===== src/rtl/pluto_log_pkg.sv =====
// Shared types for the PLUTO event logger: event codes, record layout, helpers.
// Optional timestamp field is enabled by defining PLUTO_LOG_TIMESTAMP_EN.
package pluto_log_pkg;

   typedef enum logic [2:0] {
      EV_PLUTO0 = 3'd0,
      EV_PLUTO1 = 3'd1,
      EV_PLUTO2 = 3'd2,
      EV_PLUTO3 = 3'd3,
      EV_PLUTO4 = 3'd4,
      EV_PLUTO5 = 3'd5,
      EV_VERR   = 3'd6,
      EV_OWL    = 3'd7
   } ev_code_e;

   localparam int unsigned NUM_EV = 8;

`ifdef PLUTO_LOG_TIMESTAMP_EN
   localparam int unsigned TS_W  = 16;
   localparam int unsigned REC_W = 20;

   typedef struct packed {
      logic [TS_W-1:0] ts;
      logic            sdo;
      ev_code_e        code;
   } rec_t;
`else
   localparam int unsigned REC_W = 4;

   typedef struct packed {
      logic     sdo;
      ev_code_e code;
   } rec_t;
`endif

   // Index of the lowest set bit; 0 when none is set.
   function automatic logic [2:0] lowest_set(input logic [NUM_EV-1:0] v);
      logic [2:0] idx;
      idx = 3'd0;
      for (int i = int'(NUM_EV) - 1; i >= 0; i--) begin
         if (v[i]) idx = 3'(i);
      end
      return idx;
   endfunction

endpackage


===== src/rtl/pluto_log_fifo.sv =====
// Record FIFO with wrap-bit pointers; simultaneous push and pop succeed even when full.
module pluto_log_fifo #(
   parameter int unsigned DEPTH = 8,
   parameter int unsigned REC_W = 4
) (
   input  logic             clk,
   input  logic             rst_n,
   input  logic             clr,
   input  logic             push,
   input  logic [REC_W-1:0] push_data,
   input  logic             pop,
   output logic [REC_W-1:0] head_data,
   output logic             full,
   output logic             empty
);

   localparam int unsigned AW = $clog2(DEPTH);
   localparam int unsigned PW = AW + 1;

   logic [REC_W-1:0] mem [DEPTH];
   logic [PW-1:0]    wr_ptr;
   logic [PW-1:0]    rd_ptr;
   logic             do_push;
   logic             do_pop;

   assign empty   = (wr_ptr == rd_ptr);
   assign full    = (wr_ptr[AW] != rd_ptr[AW]) && (wr_ptr[AW-1:0] == rd_ptr[AW-1:0]);
   assign do_pop  = pop & ~empty & ~clr;
   // When full, the write slot is the head slot being popped this same cycle.
   assign do_push = push & ~clr & (~full | do_pop);

   always_ff @(posedge clk) begin
      if (!rst_n) begin
         wr_ptr <= '0;
         rd_ptr <= '0;
      end else if (clr) begin
         wr_ptr <= '0;
         rd_ptr <= '0;
      end else begin
         if (do_push) wr_ptr <= wr_ptr + PW'(1);
         if (do_pop)  rd_ptr <= rd_ptr + PW'(1);
      end
   end

   always_ff @(posedge clk) begin
      if (do_push) mem[wr_ptr[AW-1:0]] <= push_data;
   end

   assign head_data = empty ? '0 : mem[rd_ptr[AW-1:0]];

endmodule


===== src/rtl/pluto_event_logger.sv =====
// Logs controller flag edges as coded records in a FIFO with per-event saturating counters.
// Define PLUTO_LOG_TIMESTAMP_EN to add a 16-bit cycle timestamp to each record.
module pluto_event_logger
   import pluto_log_pkg::*;
#(
   parameter int unsigned DEPTH = 8,
   parameter int unsigned CNT_W = 8
) (
   input  logic             clk,
   input  logic             rst_n,
   input  logic [5:0]       pluto,
   input  logic             verr_f,
   input  logic             owl_f,
   input  logic             sdo,
   input  logic             clr,
   output logic             rec_valid,
   input  logic             rec_ready,
   output logic [REC_W-1:0] rec_data,
   input  logic [2:0]       cnt_sel,
   output logic [CNT_W-1:0] cnt_val,
   output logic [7:0]       drop_cnt
);

   logic [5:0]        pluto_prev;
   logic              verr_prev;
   logic              owl_prev;
   logic [NUM_EV-1:0] pending, pending_n;
   logic [NUM_EV-1:0] sdo_pend, sdo_pend_n;
   logic [CNT_W-1:0]  counters [NUM_EV];
   logic [CNT_W-1:0]  cnt_n    [NUM_EV];
   logic [7:0]        drop_n;

   logic [NUM_EV-1:0] ev;
   logic [2:0]        push_idx;
   logic              push_req;
   logic              pop_acc;
   logic              drop;
   logic              fifo_push;
   logic              fifo_full;
   logic              fifo_empty;
   rec_t              push_rec;
   logic [REC_W-1:0]  head_data;

`ifdef PLUTO_LOG_TIMESTAMP_EN
   logic [TS_W-1:0]   ts, ts_n;
   logic [TS_W-1:0]   ts_pend   [NUM_EV];
   logic [TS_W-1:0]   ts_pend_n [NUM_EV];
`endif

   // Edge detection, push arbitration and next-state for counters/pending.
   always_comb begin
      ev        = {owl_prev & ~owl_f, verr_prev & ~verr_f, pluto & ~pluto_prev};
      push_idx  = lowest_set(pending);
      push_req  = (|pending) & ~clr;
      pop_acc   = rec_ready & ~fifo_empty & ~clr;
      drop      = push_req & fifo_full & ~pop_acc;
      fifo_push = push_req & ~drop;

      push_rec      = '0;
      push_rec.code = ev_code_e'(push_idx);
      push_rec.sdo  = sdo_pend[push_idx];
`ifdef PLUTO_LOG_TIMESTAMP_EN
      push_rec.ts   = ts_pend[push_idx];
`endif

      // A same-code edge in the push cycle re-arms the bit after it is cleared.
      pending_n = pending;
      if (push_req) pending_n[push_idx] = 1'b0;
      pending_n = pending_n | ev;

      sdo_pend_n = sdo_pend;
      for (int i = 0; i < int'(NUM_EV); i++) begin
         if (ev[i]) sdo_pend_n[i] = sdo;
         cnt_n[i] = (ev[i] && (counters[i] != '1)) ? counters[i] + CNT_W'(1) : counters[i];
      end

      drop_n = (drop && (drop_cnt != 8'hFF)) ? drop_cnt + 8'd1 : drop_cnt;

`ifdef PLUTO_LOG_TIMESTAMP_EN
      ts_n = ts + TS_W'(1);
      for (int i = 0; i < int'(NUM_EV); i++) begin
         ts_pend_n[i] = ev[i] ? ts : ts_pend[i];
      end
`endif

      // Soft clear wins over everything; edges seen this cycle are dropped.
      if (clr) begin
         pending_n = '0;
         drop_n    = 8'd0;
         for (int i = 0; i < int'(NUM_EV); i++) cnt_n[i] = '0;
`ifdef PLUTO_LOG_TIMESTAMP_EN
         ts_n = '0;
`endif
      end
   end

   always_ff @(posedge clk) begin
      if (!rst_n) begin
         pluto_prev <= 6'd0;
         verr_prev  <= 1'b1;
         owl_prev   <= 1'b1;
         pending    <= '0;
         sdo_pend   <= '0;
         drop_cnt   <= 8'd0;
         cnt_val    <= '0;
         for (int i = 0; i < int'(NUM_EV); i++) counters[i] <= '0;
`ifdef PLUTO_LOG_TIMESTAMP_EN
         ts <= '0;
         for (int i = 0; i < int'(NUM_EV); i++) ts_pend[i] <= '0;
`endif
      end else begin
         pluto_prev <= pluto;
         verr_prev  <= verr_f;
         owl_prev   <= owl_f;
         pending    <= pending_n;
         sdo_pend   <= sdo_pend_n;
         drop_cnt   <= drop_n;
         cnt_val    <= counters[cnt_sel];
         for (int i = 0; i < int'(NUM_EV); i++) counters[i] <= cnt_n[i];
`ifdef PLUTO_LOG_TIMESTAMP_EN
         ts <= ts_n;
         for (int i = 0; i < int'(NUM_EV); i++) ts_pend[i] <= ts_pend_n[i];
`endif
      end
   end

   pluto_log_fifo #(
      .DEPTH (DEPTH),
      .REC_W (REC_W)
   ) u_fifo (
      .clk       (clk),
      .rst_n     (rst_n),
      .clr       (clr),
      .push      (fifo_push),
      .push_data (REC_W'(push_rec)),
      .pop       (pop_acc),
      .head_data (head_data),
      .full      (fifo_full),
      .empty     (fifo_empty)
   );

   assign rec_valid = ~fifo_empty;
   assign rec_data  = head_data;

endmodule


===== config.mk =====
export PLATFORM = sky130hd
export DESIGN_NAME = pluto_event_logger
export DESIGN_NICKNAME = d
export VERILOG_FILES = /design/src/rtl/pluto_log_pkg.sv /design/src/rtl/pluto_log_fifo.sv /design/src/rtl/pluto_event_logger.sv
export SDC_FILE = /design/constraint.sdc
export NUM_CORES = 1
export LEC_CHECK = 0
export CAP_MARGIN = 20
export CORE_ASPECT_RATIO = 1.2
export CORE_UTILIZATION = 25
export DETAILED_ROUTE_END_ITERATION = 8
export PLACE_DENSITY = 0.45
export REMOVE_ABC_BUFFERS = 1
export SYNTH_ARGS = -nofsm -noshare
export SYNTH_HDL_FRONTEND = slang
export SYNTH_SLANG_ARGS = --single-unit

===== constraint.sdc =====
create_clock -name clk -period 3.2 [get_ports clk]
set_input_delay 0.64 -clock clk [delete_from_list [all_inputs] [get_ports clk]]
set_output_delay 0.64 -clock clk [all_outputs]
set_load 0.01 [all_outputs]

==> impl_metrics.ini <==
[outcome]
outcome = complete, no violations

[placed_design]
dpl_cell_area_um2 = 7522
portBuffers = 36
dp_hpwl_um = 11920
gp_congestion = 0.7993

[detailed_routing]
dr.pass1.iters = 5
route.detailed.drc = 0
vias = 4899
drt-initial-drc-count = 274
wl_per_cell_um = 15.63
routed_wl_um = 16100
ant_nets = 0
via_per_inst = 4.756

[cells_and_area]
areaGrowthSynthToFinish_pct = 20.94
fin_nets = 710
register_area_um2 = 3263
drive_above_1_share = 0.1210
post-route-util = 0.3080
multiInputGateArea_um2 = 3292
final_area_um2 = 8115
fillers = 2719

[hold_path]
min_from = sdo_pend[3]$_SDFFE_PN0P_
hold_class = flip-flop to flip-flop
holdPathEnd = sdo_pend[3]$_SDFFE_PN0P_
holdPathStages = 2

[grt]
grt_util_all_layers = 0.1249
grt_antenna_before_repair = 0
gr-total-overflow = 0
grt_pass1_vias = 4943
grt_pass1_wl_um = 26380
grt_max_degree = 29

[yosys]
synth.area.top_cells = dfxtp_1 (34%), edfxtp_1 (14%), mux4_2 (8.1%)
syn_area_per_cell_um2 = 10.55
synth-main-ff-cell = dfxtp_1
synth_area_leader_cell = dfxtp_1
ys_ff_latch = 147
yosysMostFrequentCell = dfxtp_1
ys_types = 50
async_flop_share = 0
synth_edf_count = 32
ys_warn_count = 0
seq_area_frac_synth = 0.4863
syn-cell-area_um2 = 6710
synth_top_area_share = 0.3431
synthTopCellsByCount = dfxtp_1 (115), nor2_1 (68), nand2_1 (48)
postSynthCellCount = 636

[cts]
cts.repair.resized = 0
cts_made_buffers = 17
clk_pin_slew_ns = 0.06
cts-root-buf = clkbuf_16
postCtsHoldBufs = 0
cts_tree = yes
clockBufferDepth = 2
postCtsSetupRepairBufs = 0
htreeDepth = 4
clock_latency_ns = 0.42
cts_sinks = 147

[floorplanning]
initial_core_util = 0.2547
core_um2 = 26350
num_io_pins = 37
fp.dieW_um = 151.6
rows = 65
dieArea_um2 = 27500
die-height_um = 181.5

[sta]
fmax_ghz = 0.3423
grt_setup_unrepaired = false
setup-violations-final = 0
max_slew_margin = 0.4280
skew_ns = 0.009915
holdWs_ns = 0.4787
drv_slew = 0
hold_violations = 0
fin_crit_sh = 0.9129
tns_ns = 0
fin_crit_ns = 2.921
worst_pin_slew_ns = 0.8523

[critical_path]
path_max_fanout = 8
crit_path_end_kind = output port
r2r-end = u_fifo.mem[6][0]$_DFFE_PP_
start_kind = flip-flop
cp_slowest_cell = dfxtp_1
cp_slowest_stage_delay_ns = 0.60
r2r_slack_ns = 0.99
cp_cell_sequence = mux4_2 -> mux2i_1 -> nor2_1 -> clkdlybuf4s50_1
r2r_start = u_fifo.wr_ptr[0]$_SDFFE_PP0P_
reg2reg_depth = 5
cp.required_ns = 2.56
arrival_ns = 2.28
critPathKind = flip-flop to output port

[flow_run]
maxCapViolations = 0

[power_and_ir_drop]
ir_drop_uv = 314.4
p_leak_nw = 2.636
power_density_nw_per_um2 = 519.8
finalPower_mw = 4.219
cell type report:
type / count / area share
diodes: 1 / 0.0003084
inverters: 12 / 0.005550
repair buffers: 56 / 0.06260
multi-input cells: 449 / 0.4056
clock inverters: 8 / 0.01249
flip-flops and latches: 147 / 0.4021
clock buffers: 22 / 0.05967
well taps: 335 / 0.05165
placed cells by master, fill, tap and decap left out, types with 14 or more instances in the layout:
master           count
dfxtp_1            115
nor2_1              68
nand2_1             48
clkdlybuf4s50_1     36
xnor2_1             35
a21oi_1             32
edfxtp_1            32
mux4_2              24
nor2b_1             20
buf_4               19
nand3_1             17
nand4_1             17
clkbuf_16           17
mux2i_1             16
o21ai_0             14
cell families (layout without fill, tap and decap cells):
family / count (synthesis) / in the layout / synth area share
AO/OA/AOI/OAI: 118 / 118 / 0.1218
XOR/XNOR: 50 / 50 / 0.06862
adder cells (fa/ha/maj): 11 / 11 / 0.02051
buffers and inverters: 40 / 98 / 0.02387
flip-flops: 147 / 147 / 0.4863
multiplexers: 40 / 40 / 0.1044
other: 0 / 1 / 0
AND/OR/NAND/NOR: 230 / 230 / 0.1745
report_power, final:
part           internal [mW]  total (mW)  switching, mW
Combinational          0.109       0.260          0.151
Sequential              1.94        1.96         0.0263
Clock                   1.23        2.00          0.771
Total                   3.27        4.22          0.949
through the flow:
step | instances | setup slack (ns)
2_1_floorplan | 608 | 0.7747
3_3_place_gp | 998 | 0.6177
3_5_place_dp | 998 | 0.5007
4_1_cts | 1028 | 0.2196
5_1_grt | 1029 | 0.09351
6_report | 1030 | 0.2789
layer usage:
metal,up-vias,GRT usage,wire [µm]
met5,-,0,0
met4,0,0.05149,385
met3,32,0.02513,495
met2,95,0.2091,7915
met1,2332,0.1545,7304
li1,2440,-,-
worst max-delay path: cells and delay by family, from the launching register on:
family / cells / cell delay, ns
and+or+nand+nor: 1 / 0.05
muxes: 2 / 0.72
buffers and inverters: 1 / 0.48
DFF: 1 / 0.60
registers in the layout (all words and copies together), names as in the netlist, named ones only:
name / count
u_fifo.wr_ptr: 4
owl_prev: 1
pending: 8
sdo_pend: 8
drop_cnt: 8
u_fifo.rd_ptr: 4
counters: 64
pluto_prev: 6
verr_prev: 1
u_fifo.mem: 32
cnt_val: 8
worst max-delay path by stage:
stage | endpoint | slack [ns] | startpoint | cells past startpoint
4_1_cts | rec_data[0] | 0.22 | u_fifo.wr_ptr[0]$_SDFFE_PP0P_ | 5
5_1_grt | rec_data[0] | 0.09 | flip-flop | 4
6_report | rec_data[2] | 0.28 | flip-flop | 4
3_5_place_dp | u_fifo.mem[3][0]$_DFFE_PP_ | 0.50 | clr | 4
2_1_floorplan | counters[0][7]$_SDFFE_PP0P_ | 0.77 | clr | 2
3_3_place_gp | drop_cnt[4]$_SDFFE_PP0P_ | 0.62 | clr | 5
Power figures use the tool's default switching activity.
